### config.mk
export PLATFORM = sky130hd
export DESIGN_NAME = com_fw_dut_arbiter
export DESIGN_NICKNAME = d
export VERILOG_FILES = /design/src/rtl/com_fw_dut_arbiter.sv
export SDC_FILE = /design/constraint.sdc
export NUM_CORES = 1
export LEC_CHECK = 0
export CAP_MARGIN = 20
export CORE_MARGIN = 4
export CORE_UTILIZATION = 37
export CTS_CLUSTER_SIZE = 25
export DETAILED_ROUTE_END_ITERATION = 7
export GPL_ROUTABILITY_DRIVEN = 0
export GPL_TIMING_DRIVEN = 0
export HOLD_SLACK_MARGIN = 0.15
export PLACE_DENSITY = 0.61
export SLEW_MARGIN = 15
export SYNTH_ARGS = -nofsm -noshare
export SYNTH_HDL_FRONTEND = slang
export SYNTH_SLANG_ARGS = --single-unit
export TNS_END_PERCENT = 10
### constraint.sdc
create_clock -name iob_clk -period 2.1 [get_ports iob_clk]
set_input_delay 0.42 -clock iob_clk [delete_from_list [all_inputs] [get_ports iob_clk]]
set_output_delay 0.42 -clock iob_clk [all_outputs]
set_load 0.02 [all_outputs]
### src/rtl/com_fw_dut_arbiter.sv
// Round-robin arbiter handing the shared DUT pin interface to one of four firmware IPs,
// with guard intervals around each hand-over. Optional watchdog: COM_FW_DUT_ARBITER_TIMEOUT_EN.
module com_fw_dut_arbiter #(
    parameter int GUARD_CYCLES     = 8,
    parameter int CNT_WIDTH        = 16,
    parameter int MAX_GRANT_CYCLES = 1000000
) (
    input  logic                 iob_clk,
    input  logic                 reset,
    input  logic [3:0]           fw_req,
    input  logic                 sw_lock,
    input  logic                 timeout_clr,
    output logic [3:0]           fw_grant,
    output logic [3:0]           fw_dev_id_enable,
    output logic                 arb_busy,
    output logic [CNT_WIDTH-1:0] grant_cnt,
    output logic [3:0]           timeout_flag
);

    typedef enum logic [1:0] {IDLE, GUARD_IN, GRANT, GUARD_OUT} state_t;

    localparam logic [7:0]  GUARD_LOAD = 8'(GUARD_CYCLES);
    localparam logic [31:0] MAX_LIM    = 32'(MAX_GRANT_CYCLES);
    // firmware_id_1..firmware_id_4 from cms_pix28_package (one-hot selector codes)
    localparam logic [3:0]  FIRMWARE_ID [4] = '{4'b0001, 4'b0010, 4'b0100, 4'b1000};

    state_t               state_q, state_d;
    logic [1:0]           w_q, w_d;
    logic [1:0]           rr_ptr_q, rr_ptr_d;
    logic [7:0]           guard_q, guard_d;
    logic [3:0]           fw_grant_q, fw_grant_d;
    logic [3:0]           fw_id_q, fw_id_d;
    logic                 arb_busy_q, arb_busy_d;
    logic [CNT_WIDTH-1:0] grant_cnt_q, grant_cnt_d;
    logic [3:0]           timeout_flag_q, timeout_flag_d;
    logic [3:0]           rearm_q, rearm_d;

    logic [3:0] eligible;
    logic [3:0] elig_rot;
    logic [1:0] pick_off;
    logic       pick_any;
    logic [1:0] winner;
    logic       force_rel;
    logic [3:0] release_set;
    logic       hold;

    assign eligible = fw_req & ~rearm_q;

    // Eligibility rotated so that bit 0 is the index rr_ptr currently points at.
    for (genvar gi = 0; gi < 4; gi++) begin : g_rot
        logic [1:0] rot_idx;
        assign rot_idx      = rr_ptr_q + 2'(gi);
        assign elig_rot[gi] = eligible[rot_idx];
    end

    always_comb begin
        pick_off = 2'd0;
        for (int k = 3; k >= 0; k--) begin
            if (elig_rot[k]) pick_off = 2'(k);
        end
        pick_any = |elig_rot;
        winner   = rr_ptr_q + pick_off;
    end

`ifdef COM_FW_DUT_ARBITER_TIMEOUT_EN
    logic [31:0] age_q, age_d;

    assign force_rel = (state_q == GRANT) && (MAX_LIM != 32'd0) && (age_q == MAX_LIM);
    assign age_d     = (state_q == GRANT) ? age_q + 32'd1 : 32'd0;
`else
    assign force_rel = 1'b0;
`endif

    always_comb begin
        state_d     = state_q;
        w_d         = w_q;
        rr_ptr_d    = rr_ptr_q;
        guard_d     = guard_q;
        release_set = 4'b0;
        case (state_q)
            IDLE: begin
                if (!sw_lock && pick_any) begin
                    w_d     = winner;
                    guard_d = GUARD_LOAD;
                    state_d = GUARD_IN;
                end
            end
            GUARD_IN: begin
                if (!fw_req[w_q])          state_d = IDLE;
                else if (guard_q == 8'd0)  state_d = GRANT;
                else                       guard_d = guard_q - 8'd1;
            end
            GRANT: begin
                if (!fw_req[w_q] || force_rel) begin
                    rr_ptr_d = w_q + 2'd1;
                    guard_d  = GUARD_LOAD;
                    state_d  = GUARD_OUT;
                    if (force_rel) release_set = 4'b0001 << w_q;
                end
            end
            GUARD_OUT: begin
                if (guard_q == 8'd0) state_d = IDLE;
                else                 guard_d = guard_q - 8'd1;
            end
            default: state_d = IDLE;
        endcase

        // Outputs lag the state by one edge, but drop on the same edge a release is sampled.
        hold        = (state_q == GRANT) && (state_d == GRANT);
        fw_grant_d  = hold ? (4'b0001 << w_q) : 4'b0;
        fw_id_d     = hold ? FIRMWARE_ID[w_q] : 4'b0;
        arb_busy_d  = (state_q != IDLE);
        grant_cnt_d = grant_cnt_q;
        if (hold && (fw_grant_q == 4'b0) && (grant_cnt_q != {CNT_WIDTH{1'b1}}))
            grant_cnt_d = grant_cnt_q + 1'b1;

`ifdef COM_FW_DUT_ARBITER_TIMEOUT_EN
        timeout_flag_d = (timeout_clr ? 4'b0 : timeout_flag_q) | release_set;
        rearm_d        = (rearm_q & fw_req) | release_set;
`else
        timeout_flag_d = 4'b0;
        rearm_d        = 4'b0;
`endif
    end

`ifndef COM_FW_DUT_ARBITER_TIMEOUT_EN
    logic unused_cfg;
    assign unused_cfg = ^{timeout_clr, MAX_LIM, release_set};
`endif

    always_ff @(posedge iob_clk) begin
        if (reset) begin
            state_q        <= IDLE;
            w_q            <= 2'd0;
            rr_ptr_q       <= 2'd0;
            guard_q        <= 8'd0;
            fw_grant_q     <= 4'b0;
            fw_id_q        <= 4'b0;
            arb_busy_q     <= 1'b0;
            grant_cnt_q    <= '0;
            timeout_flag_q <= 4'b0;
            rearm_q        <= 4'b0;
`ifdef COM_FW_DUT_ARBITER_TIMEOUT_EN
            age_q          <= 32'd0;
`endif
        end else begin
            state_q        <= state_d;
            w_q            <= w_d;
            rr_ptr_q       <= rr_ptr_d;
            guard_q        <= guard_d;
            fw_grant_q     <= fw_grant_d;
            fw_id_q        <= fw_id_d;
            arb_busy_q     <= arb_busy_d;
            grant_cnt_q    <= grant_cnt_d;
            timeout_flag_q <= timeout_flag_d;
            rearm_q        <= rearm_d;
`ifdef COM_FW_DUT_ARBITER_TIMEOUT_EN
            age_q          <= age_d;
`endif
        end
    end

    assign fw_grant         = fw_grant_q;
    assign fw_dev_id_enable = fw_id_q;
    assign arb_busy         = arb_busy_q;
    assign grant_cnt        = grant_cnt_q;
    assign timeout_flag     = timeout_flag_q;

endmodule

==> results of run 1 <==
timing repair:
item                                    4_1_cts  5_1_grt
setup buffers                                 4        3
endpoints found under the setup margin       15       15
hold endpoints to repair                      0        0
resized for setup                             6       14
hold buffers                                  0        0
pin swaps                                     0        3
registers in the layout, indices dropped and copies added (netlist names):
signal,count
guard_q,8
w_q,2
state_q,2
grant_cnt,16
rr_ptr_q,2
fw_grant,4
arb_busy,1
worst max-delay path, stage by stage (launching register included):
cell	delay [ps]
sky130_fd_sc_hd__dfxtp_1	310
sky130_fd_sc_hd__clkbuf_1	180
sky130_fd_sc_hd__and4_1	180
sky130_fd_sc_hd__nor4bb_1	120
sky130_fd_sc_hd__clkbuf_4	190
sky130_fd_sc_hd__or2_1	260
sky130_fd_sc_hd__buf_6	150
sky130_fd_sc_hd__or4_1	470
sky130_fd_sc_hd__a21oi_1	150
power groups by stage:
stage	registers [µW]	clock network [µW]	logic, µW
final	793	483	666
after detailed placement	803	0	600
after floorplan	797	0	472
after CTS	789	502	646
after global routing	802	527	744
after global placement	801	0	595
routing by layer:
metal / share of wire (%) / up-vias
met5: 0 / -
met4: 1.2 / 0
met3: 4.9 / 6
met2: 47 / 41
met1: 47 / 841
li1: - / 904
cell families after synthesis:
kind of cell,after synthesis,share of synthesized area [%]
mux,7,4.398
other cells,1,0.1939
fa+ha+maj,3,1.941
simple gates,99,28.59
compound gates,36,12.61
buf+inv,32,8.797
xor+xnor,16,7.245
flops,35,36.22
placed cells by master (no fill, tap or decap), types with 7 or more instances in the layout:
master / netlist / final
sky130_fd_sc_hd__a21oi_1: 8 / 8
sky130_fd_sc_hd__buf_4: 8 / 15
sky130_fd_sc_hd__clkbuf_1: 9 / 7
sky130_fd_sc_hd__clkdlybuf4s50_1: 0 / 27
sky130_fd_sc_hd__dfxtp_1: 35 / 34
sky130_fd_sc_hd__inv_1: 8 / 8
sky130_fd_sc_hd__nand2_1: 13 / 13
sky130_fd_sc_hd__nand3_1: 10 / 10
sky130_fd_sc_hd__nor2_1: 28 / 28
sky130_fd_sc_hd__nor4_1: 10 / 10
sky130_fd_sc_hd__xnor2_1: 15 / 15
metrics by stage:
| stage | TNS [ps] | hold WS, ps |
|---|---|---|
| finish | 0 | 471.7 |
| global route | -119.2 | 493.1 |
| CTS | -33.67 | 472.9 |
| detailed placement | -8039 | 462.9 |
| global placement | -8412 | 458.7 |
| floorplan | 0 | 440.5 |
path summary, 6_finish.rpt:
kind / startpoint / end / depth (start not counted)
worst min register to register: guard_q[0] / guard_q[0] / 2
worst max register to register: grant_cnt[8] / grant_cnt[14] / 8
worst min-delay path: guard_q[0] / guard_q[0] / 2
worst max-delay path: grant_cnt[8] / grant_cnt[14] / 8
final cells by class:
type                       instances  share of cell area [%]
inverter                           8                   1.193
multi-input combinational        165                   43.51
tap                               70                   3.481
buffer                            23                   6.266
clock inverter                     1                  0.1989
clock buffer                       7                   3.033
sequential                        35                   27.90
timing repair buffer              38                   14.42
==> results_tabular.tex, run 1 <==
\begin{tabular}{lr}
\hline
Metric & Value \\
\hline
\multicolumn{2}{l}{\textbf{Status}} \\
\quad Result of the run & completed \\
\multicolumn{2}{l}{\textbf{Setup path}} \\
\quad Element type at the critical path start & register \\
\quad Worst reg2reg setup slack & approximately 31 ps \\
\quad Worst Setup Path Type & reg -> reg \\
\quad Data required, critical path & 2320 ps \\
\quad Crit path capture type & register \\
\quad Arr. time, crit path & roughly 2300 ps \\
\quad Critical path fanouts, max & 10 \\
\multicolumn{2}{l}{\textbf{Route}} \\
\quad Overall via count from detail\_route & 1,792 \\
\quad ANT nets after route & 0 \\
\quad Iteration-0 DRC count of the detailed router & 134 \\
\quad Average detailed-routed wire length per instance & 13.06 µm \\
\quad Drt total wl & 4533 µm \\
\quad Number of iterations in the first detailed-routing pass & 4 \\
\quad Count of unresolved DRC violations after routing & 0 \\
\quad Via density per instance & 5.164 \\
\multicolumn{2}{l}{\textbf{GRT}} \\
\quad GRT Max-Usage Layer & met2 \\
\quad Global-route total usage across every layer & 14.71\% \\
\quad Fraction of met1 tracks used by global routing & 19.59\% \\
\quad Wire length of the first global-routing pass & approximately 7500 µm \\
\quad Pin count of the biggest net entering global routing & 11 \\
\quad Global-route met3 utilization & between 3 and 4\% \\
\quad Vias in the first global route & roughly 1,600 \\
\quad Antenna violations before repair & 0 \\
\quad Overflow after GRT & 0 \\
\quad Met2 usage & 22.68\% \\
\multicolumn{2}{l}{\textbf{Placed design}} \\
\quad Detailed placer's ending HPWL & 3186 µm \\
\quad Placed cell areas & roughly 2300 µm² \\
\quad Count of buffers from port buffering & 31 \\
\quad Placed Cells incl. Taps & 333 \\
\quad Pre-CTS WS & -551.7 ps \\
\multicolumn{2}{l}{\textbf{Yosys}} \\
\quad Gate count after technology mapping & approximately 230 \\
\quad Sequential cell area fraction in the yosys report & 36.22\% \\
\quad Primary flip-flop cell chosen by synthesis mapping & sky130\_fd\_sc\_hd\_\_dfxtp\_1 \\
\quad Number of warnings issued by yosys & 0 \\
\quad Most area-hungry cell type in the Yosys netlist & sky130\_fd\_sc\_hd\_\_dfxtp\_1 \\
\quad Top-area cell type share of the netlist area & 36.22\% \\
\quad Number of flops mapped to enable cells by yosys & 0 \\
\quad Main area contributors after synthesis & sky130\_fd\_sc\_hd\_\_dfxtp\_1 (36\%), sky130\_fd\_sc\_hd\_\_xnor2\_1 (6.8\%), sky130\_fd\_sc\_hd\_\_nor2\_1 (5.4\%) \\
\quad Most frequent cell after synthesis & sky130\_fd\_sc\_hd\_\_dfxtp\_1 \\
\quad Commonest cells in the synthesized netlist & sky130\_fd\_sc\_hd\_\_dfxtp\_1 (35), sky130\_fd\_sc\_hd\_\_nor2\_1 (28), sky130\_fd\_sc\_hd\_\_xnor2\_1 (15) \\
\quad Async set-reset flop share out of synthesis & 0\% \\
\quad Flip-flop and latch count after synthesis & 35 \\
\quad Avg Inst Size Synth & 8.447 µm² \\
\quad Synth unique cells & 48 \\
\quad Cell Area, Synth & 1934 µm² \\
\multicolumn{2}{l}{\textbf{Floorplan}} \\
\quad I/O pins & 37 \\
\quad Initial core utilization & 38.12\% \\
\quad Die width & 80.31 µm \\
\quad Die H & 80.31 µm \\
\quad Core ar. & between 5000 and 6000 µm² \\
\quad Full die area & 6449 µm² \\
\quad Total number of placement rows & 26 \\
\multicolumn{2}{l}{\textbf{Power}} \\
\quad Sw Ratio & 33.58\% \\
\quad Highest ir drop seen on vdd & 0.3924 mV \\
\quad Power per cell area & 771.8 nW/µm² \\
\quad Total power after layout & 1942 µW \\
\quad Internal Pwr Total & $\sim$1300 µW \\
\quad Combinational power share & 34.3\% \\
\quad Sequential Power Share & 40.8\% \\
\quad Net switching power of the design & 652.2 µW \\
\quad Clk network pwr share & around a quarter \\
\quad P\_leak & 0.0009096 µW \\
\multicolumn{2}{l}{\textbf{STA}} \\
\quad Transition time of the tightest slew-check pin & slightly above 700 ps \\
\quad Pins over their slew limit & 0 \\
\quad Number of hold violations in the final report & 0 \\
\quad Final critical-path required period & between 2000 and 2500 ps \\
\quad Post-Route Skew & 5.072 ps \\
\quad Setup violators final & 0 \\
\quad Final period util & 98.51\% \\
\quad Worst-case setup margin in the final layout & 31.36 ps \\
\quad Fmax & 483.4 MHz \\
\quad Setup repair after global routing missed its margin & yes \\
\quad Worst rel slew slack & 52.05\% \\
\multicolumn{2}{l}{\textbf{Clock tree}} \\
\quad CTS Buffer Depth & 2 \\
\quad H-tree levels & 2 \\
\quad Sink count of the clock tree & 35 \\
\quad Clock transition at the register clock pins on the worst setup and hold paths after CTS & 70 ps \\
\quad Worst-Skew Late Latency & roughly 290 ps \\
\quad Clock tree from TritonCTS & built \\
\quad Number of buffers added by the clock tree synthesis step & 5 \\
\quad Cell at the root of the clock tree & sky130\_fd\_sc\_hd\_\_clkbuf\_8 \\
\multicolumn{2}{l}{\textbf{Final layout}} \\
\quad Cell Count, Final, Fillers Out & between 300 and 400 \\
\quad Fin util & 49.58\% \\
\quad Diode insertion count for antenna repair & 0 \\
\quad FF/Latch Area & 701.9 µm² \\
\quad Fraction of final layout cells with drive strength greater than 1 & 14.44\% \\
\quad Area growth from synthesis to layout & 30.08\% \\
\quad Combined area of the multi-input logic cells & between 1000 and 1500 µm² \\
\quad Post-layout instance area & 2516 µm² \\
\quad Count of nets after finishing & about 290 \\
\quad Layout filler cell count & 520 \\
\multicolumn{2}{l}{\textbf{Job}} \\
\quad Max-cap check violation count & 0 \\
\multicolumn{2}{l}{\textbf{Worst hold path}} \\
\quad Path class of the lowest-slack min-delay path & reg -> reg \\
\hline
\end{tabular}
Power figures use the tool's default switching activity.
==> run 2, diff against run 1 <==
CTS_CLUSTER_DIAMETER = 200   (was unset)
==> results of run 2 <==
Same layout as run 1: the final DEF is identical, and so are final timing and power.
